[config.mk]
export PLATFORM = sky130hd
export DESIGN_NAME = spi_pixel_fifo
export DESIGN_NICKNAME = d
export VERILOG_FILES = /design/src/rtl/spi_pixel_fifo.sv
export SDC_FILE = /design/constraint.sdc
export NUM_CORES = 1
export LEC_CHECK = 0
export ABC_AREA = 0
export CELL_PAD_IN_SITES_DETAIL_PLACEMENT = 0
export CELL_PAD_IN_SITES_GLOBAL_PLACEMENT = 2
export CORE_AREA = 5 5 244 246
export CTS_BUF_LIST = sky130_fd_sc_hd__clkbuf_16
export CTS_CLUSTER_DIAMETER = 150
export DETAILED_ROUTE_END_ITERATION = 8
export DIE_AREA = 0 0 249 251
export PLACE_DENSITY_LB_ADDON = 0.12
export SETUP_SLACK_MARGIN = 0.05
export SYNTH_ARGS = -nofsm -noshare
export SYNTH_HDL_FRONTEND = slang
export SYNTH_SLANG_ARGS = --single-unit
[constraint.sdc]
create_clock -name clk -period 12.5 [get_ports clk]
set_input_delay 3.125 -clock clk [delete_from_list [all_inputs] [get_ports clk]]
set_output_delay 3.125 -clock clk [all_outputs]
set_load 0.1 [all_outputs]
[src/rtl/spi_pixel_fifo.sv]
// SPI image upload front end: assembles RGB565 pixels from a byte stream, tags them
// with their screen position and buffers them in a first-word-fall-through FIFO.
module spi_pixel_fifo #(
    parameter int X_RES     = 800,
    parameter int Y_RES     = 600,
    parameter int DEPTH     = 16,
    parameter int ADDR_BITS = 4
) (
    input  logic                 clk,
    input  logic                 rst,
    input  logic                 spi_frame_start,
    input  logic                 spi_byte_valid,
    input  logic [7:0]           spi_byte,
    output logic                 pixel_ready,
    output logic [37:0]          pixel_data,
    input  logic                 pixel_read,
    output logic [ADDR_BITS:0]   fifo_count,
    output logic                 overflow,
    output logic                 image_done
);

    typedef enum logic [1:0] {IDLE, LOAD, DONE} state_t;

    localparam logic [10:0]        X_LAST     = 11'(X_RES - 1);
    localparam logic [10:0]        Y_LAST     = 11'(Y_RES - 1);
    localparam logic [ADDR_BITS:0] FULL_COUNT = (ADDR_BITS + 1)'(DEPTH);

    state_t                 state, next_state;
    logic                   phase;
    logic [7:0]             hi_byte;
    logic [10:0]            x, y;
    logic [37:0]            mem [DEPTH];
    logic [ADDR_BITS-1:0]   rd_ptr, wr_ptr;
    logic [ADDR_BITS:0]     count, count_next;
    logic                   ready_q;
    logic                   byte_take, pix_done, last_pix, pop, push_ok;

    // NOTE: every signal gets a default before any branch so no latch is inferred.
    always_comb begin
        next_state = state;
        byte_take  = (state == LOAD) && spi_byte_valid && !spi_frame_start;
        pix_done   = byte_take && phase;
        last_pix   = pix_done && (x == X_LAST) && (y == Y_LAST);
        if (spi_frame_start)
            next_state = LOAD;
        else if (last_pix)
            next_state = DONE;
    end

    // NOTE: sequential state uses non-blocking assignments so all registers update together.
    always_ff @(posedge clk or posedge rst) begin
        if (rst)
            state <= IDLE;
        else
            state <= next_state;
    end

    // Byte pairing and position counters; positions freeze once the final pixel is seen.
    always_ff @(posedge clk or posedge rst) begin
        if (rst) begin
            phase      <= 1'b0;
            hi_byte    <= 8'h00;
            x          <= 11'd0;
            y          <= 11'd0;
            image_done <= 1'b0;
        end else begin
            image_done <= last_pix;
            if (spi_frame_start) begin
                phase <= 1'b0;
                x     <= 11'd0;
                y     <= 11'd0;
            end else if (byte_take) begin
                phase <= !phase;
                if (!phase)
                    hi_byte <= spi_byte;
                else if (!last_pix) begin
                    if (x == X_LAST) begin
                        x <= 11'd0;
                        y <= y + 11'd1;
                    end else begin
                        x <= x + 11'd1;
                    end
                end
            end
        end
    end

    // A full FIFO still accepts a push when the head leaves in the same cycle.
    always_comb begin
        pop        = pixel_read && ready_q;
        push_ok    = pix_done && ((count != FULL_COUNT) || pop);
        count_next = count;
        if (push_ok && !pop)
            count_next = count + 1'b1;
        else if (pop && !push_ok)
            count_next = count - 1'b1;
    end

    always_ff @(posedge clk or posedge rst) begin
        if (rst) begin
            rd_ptr   <= '0;
            wr_ptr   <= '0;
            count    <= '0;
            ready_q  <= 1'b0;
            overflow <= 1'b0;
        end else begin
            count   <= count_next;
            ready_q <= (count_next != '0);
            if (push_ok)
                wr_ptr <= wr_ptr + 1'b1;
            if (pop)
                rd_ptr <= rd_ptr + 1'b1;
            if (spi_frame_start)
                overflow <= 1'b0;
            else if (pix_done && !push_ok)
                overflow <= 1'b1;
        end
    end

    // NOTE: storage has no reset; entries are only observed behind pixel_ready.
    always_ff @(posedge clk) begin
        if (push_ok)
            mem[wr_ptr] <= {x, y, hi_byte, spi_byte};
    end

    assign pixel_data  = mem[rd_ptr];
    assign pixel_ready = ready_q;
    assign fifo_count  = count;

endmodule

* Yosys cells after proc, flatten, opt, wreduce, memory -nomap -nowiden *
Memory sizes are Yosys's and may differ from the RTL's.
Cells that the tools add are included.

cells by class
  bitwise logic cells = 2
  div/mod/pow operators = 0
  multiplexer cells = 20
  order comparisons = 0
  reductions and logical operators = 24
  $add $sub $neg = 6
  eq/ne operators = 5
  shifts and indexed selects = 0
  multiply operators = 0

operators with widths
  kind                     count
  $mux W11                 10
  $add A11 B1 Y11 const B  2
  $eq A11 B10 Y1 const B   2
  $logic_and A1 B1 Y1      10
  $mux W5                  2
  $reduce_bool A2 Y1       5
  $add A4 B1 Y4 const B    2
  $mux W1                  6
  $reduce_and A3 Y1        2
  $add A5 B1 Y5 const B    1
  $ne A5 B5 Y1 const B     1
  $reduce_bool A5 Y1       1
  $sub A5 B1 Y5 const B    1
  $logic_not A1 Y1         4
  $mux W2                  2
  $reduce_and A4 Y1        1
  $eq A2 B1 Y1 const B     1
  $ne A2 B2 Y1 const B     1
  $not A1 Y1               2
  $logic_or A1 B1 Y1       1

storage, ports and cells
  logic and storage cells = 69
  output and inout bits = 46
  ROM bits = 0
  bits in writable memories = 608
  register bits after elaboration = 49
  latch bits = 0
  memories kept = 1

memories
  name  words  bits a word  rd ports  clocked after Yosys merged registers in  wr ports  RTL line  RTL
  mem   16     38           1         0                                        1         32        logic [37:0] mem [DEPTH];

* Logic depth before layout (Yosys ltp) *
  word-level depth = 10
  mapped depth = 7

* Worst setup path before layout *
No wires, ideal clock.

  path type = input -> register
  start = in pixel_read
  end = mem mem[11][0], enable pin
  slack = 5466 ps
  arrival = 6554 ps
  buffers on the path = 0
  required time = 12020 ps
  cell stages on the path = 4
  path through = nand2_1 -> a211oi_2 -> nand2_1 -> nor3_1

on the way
  cells in the longest elaborated chain, start to end = 5

RTL lines
  element                        RTL line  RTL
  start, declared                16        input logic pixel_read,
  $logic_and A1 B1 Y1            90        pop = pixel_read && ready_q;
  $logic_or A1 B1 Y1             91        push_ok = pix_done && ((count != FULL_COUNT) || pop);
  $logic_and A1 B1 Y1            91
  $mux W1                        122       if (push_ok)
  $mux W1 (implied by the code)  123       mem[wr_ptr] <= {x, y, hi_byte, spi_byte};
  end, declared                  32

Every way passes these cells.

* Worst setup path in the final report *
  start = reg rd_ptr[0]
  end = out pixel_data[28]

on the way
  cells in the longest elaborated chain, start to end = 1

RTL lines
  element                 RTL line  RTL
  start, declared         33        logic [ADDR_BITS-1:0] rd_ptr, wr_ptr;
  start signal, assigned  112       rd_ptr <= rd_ptr + 1'b1;
  $mem_v2 Z16 W38         n/a
  end, declared           15        output logic [37:0] pixel_data,

Every way passes these cells.

==> run summary <==
Status = finished, final reports clean
Crit. Startpoint = rd_ptr[0]
Synth Flop Type = edfxtp_1
Critical path fanouts, max = 45
Vias in the first global route = 12390
Mapped Cells = 1105
CTS buffer count = 71
Worst hold start = overflow
Gr usage total = 0.1831
Share of cells above drive strength 1 = 0.2807
Ant. Diodes = 0
Switch share = 0.3598
Clock Latency Late Sink = 0.60 ns
Largest net degree at the start of global routing = 60
Crit end category = output port
Routability cong. = 0.6998
Clock slew at reported path FFs = 0.06 ns
Async set or reset register ratio after synthesis = 0.07458
Flop2flop setup slack = 8.85 ns
HPWL Detailed = 27460 microns
Worst Hold Class = flop to flop
Pwr dens = 239.5 nW/um^2
Clock tree root buffer cell = clkbuf_16
# port buffers = 58
Worst-case clock buffer depth = 3
Net Switching = 2.513 mW
Seq cells post-synth = 657
Fillers = 4502
Final Power = 6.984 mW
Leakage = 9.585 nW
Clock share of power = 0.282
Critical path cell sequence = buf_4 -> mux4_2 -> mux4_2 -> clkdlybuf4s50_1
# DRC = 0
Placed cell count = 1901
Crit share post-route = 0.6034
Min Hold Slack = 0.5056 ns
Combinational share of power = 0.344
Pre-Repair DR Iteration Count = 4
Clk_skew = 0.02487 ns
Yosys Warn Count = 0
Worst-Margin Slew = 1.041 ns
Crit-path max cell delay = 1.00 ns
Final setup fails = 0
Final Hold Fails = 0
Reg power frac = 0.374
Via/cell ratio = 5.706
Die span in x = 249 microns
Worst VDD drop = 0.0002297 V
Max Cap Viol = 0
Fmax = 132.6 MHz
Critical Path AT = 4.42 ns
Core box area = 57140 sq um
CP dominant cell by count = mux4_2
CTS Hold Bufs = 0
Nets@finish = 1231
Die area = 62500 sq um
Rows = 88
Synth-to-Final Area Change = 14.65%
Slowest-stage cell, CP = clkdlybuf4s50_1
Detailed Route WL = 56660 microns
Slew Limit Headroom = 0.3021
Gates resized, CTS repair = 0
Post-synthesis sequential area ratio = 0.7659
First-pass GRT wire length = 84420 microns
Initial DRC count = 1051
Number of synthesized flops with an enable pin = 608
Crit path launch type = flop
R2R Path Start = fifo_count[0]
Mapped Nets = 1127
Unrepaired setup endpoints after global routing = false
Starting Density = 0.4452
Required @ worst endpoint = 9.38 ns
Setup TNS = 0 ns
Clock Sinks = 657
Routed len/inst = 27.97 microns
Gr ovfl total = 0
Syn_area_per_cell = 23.02 sq um
CTS tree = built
Distinct cell type count after synthesis = 53
Post CTS Setup Buffer Count = 0
Int Pwr = 4.471 mW
Mapped cell area = 25440 sq um
Final min period = 7.543 ns
Final std cells w/o fill = 2026
Slew Limit Fails = 0
Core Util, Final = 0.5104
H-tree levels = 3
Post-route ant nets = 0
Io pins = 59
Initial antenna violation count = 0
Routed vias = 11560
Die Y = 251 microns
CP Class = flop to output port
## power groups by stage
stage | clock [mW] | combinational, mW | sequential (mW)
detailed placement | 0 | 2.44 | 2.67
CTS | 2.03 | 2.44 | 2.62
floorplan | 0 | 1.95 | 2.61
global route | 2.12 | 2.51 | 2.63
global placement | 0 | 2.44 | 2.66
finish | 1.97 | 2.40 | 2.61
## critical path: cells and delay by family (launching register included)
family | cells | cell delay (ns)
buffers and inverters | 2 | 1.83
flip-flops | 1 | 0.84
multiplexers | 2 | 1.15
## registers in the layout, summed over array words and instances, names as in the netlist, 2 cells and up
signal,flops
state,2
hi_byte,8
rd_ptr,4
x,11
mem,608
y,11
wr_ptr,4
fifo_count,5
## logic make-up (layout without fill, tap and decap cells)
group | after synthesis | after routing | share of synthesized area
xor+xnor | 28 | 28 | 0.009640
simple gates | 115 | 115 | 0.02533
compound gates | 32 | 32 | 0.01003
buf+inv | 66 | 222 | 0.01289
mux | 198 | 198 | 0.1718
flops | 657 | 657 | 0.7659
fa+ha+maj | 9 | 9 | 0.004427
## Yosys cell counts, types with 7 or more instances
cell	n	area share
a21oi_1	7	0.0014
and2_1	10	0.0025
buf_2	16	0.0031
clkbuf_1	26	0.0038
dfrtp_1	49	0.048
edfxtp_1	608	0.72
ha_1	9	0.0044
inv_1	12	0.0018
mux2_2	8	0.0035
mux4_2	190	0.17
nand2_1	17	0.0025
nand3_1	8	0.0016
nand4_1	8	0.0020
nor2_1	28	0.0041
nor3_1	11	0.0022
nor4_1	8	0.0020
o21ai_0	8	0.0016
xnor2_1	16	0.0055
xor2_1	12	0.0041
## cell type report
cell class | count | area (sq um) | share of cell area
Sequential cell | 657 | 19500 | 0.6685
Clock inverter | 51 | 344.1 | 0.01180
Multi-Input combinational cell | 382 | 5687 | 0.1950
Tap cell | 765 | 957.2 | 0.03282
Inverter | 12 | 45.04 | 0.001544
Timing Repair Buffer | 85 | 783.3 | 0.02686
Clock buffer | 74 | 1852 | 0.06349
## final timing paths
kind / to / cells after the start
setup / recovery: pixel_data[28] / 4
max in group asynchronous: rd_ptr[0] / 3
hold reg to reg: overflow / 2
hold / removal: overflow / 2
min in group asynchronous: wr_ptr[3] / 3
setup reg to reg: mem[4][5] / 7
## layer usage
layer / part of all wire / wire (microns) / track usage
met3: 0.041 / 2335 / 0.03114
met4: 0.018 / 1038 / 0.04194
met1: 0.45 / 25570 / 0.2676
met5: 0 / 0 / 0
met2: 0.49 / 27710 / 0.2951
## metrics by stage
stage	worst slack (ns)	cell area, sq um
2_1_floorplan	5.466	25440
3_3_place_gp	5.414	26970
3_5_place_dp	5.423	26970
4_1_cts	4.782	29160
5_1_grt	4.635	29160
6_report	4.958	29160
## placed cells by master, fill, tap and decap left out, types with 3 or more instances in the layout
cell type        netlist  final
and3_1                 4      4
inv_1                 12     24
nor2_1                28     24
nand3_1                8      8
and2_2                 0      8
edfxtp_1             608    608
bufinv_16              0      4
dfrtp_4                0      3
nor4_1                 8      8
nor3_1                11      7
ha_1                   9      9
clkinvlp_4             0      3
a211oi_1               3      3
mux4_2               190    190
o21ai_0                8      8
xor2_1                12     12
nor2_4                 0      4
nand2_1               17     17
and4_1                 4      4
clkinv_1               0     17
clkinv_2               0     11
a21oi_1                7      7
dfrtp_1               49     45
nor3_2                 1      5
clkbuf_16              0     74
mux2_2                 8      8
nand4_1                8      8
clkdlybuf4s50_1        0     58
buf_4                  6     27
xnor2_1               16     16
No activity file was read; power rests on OpenSTA's default activity.
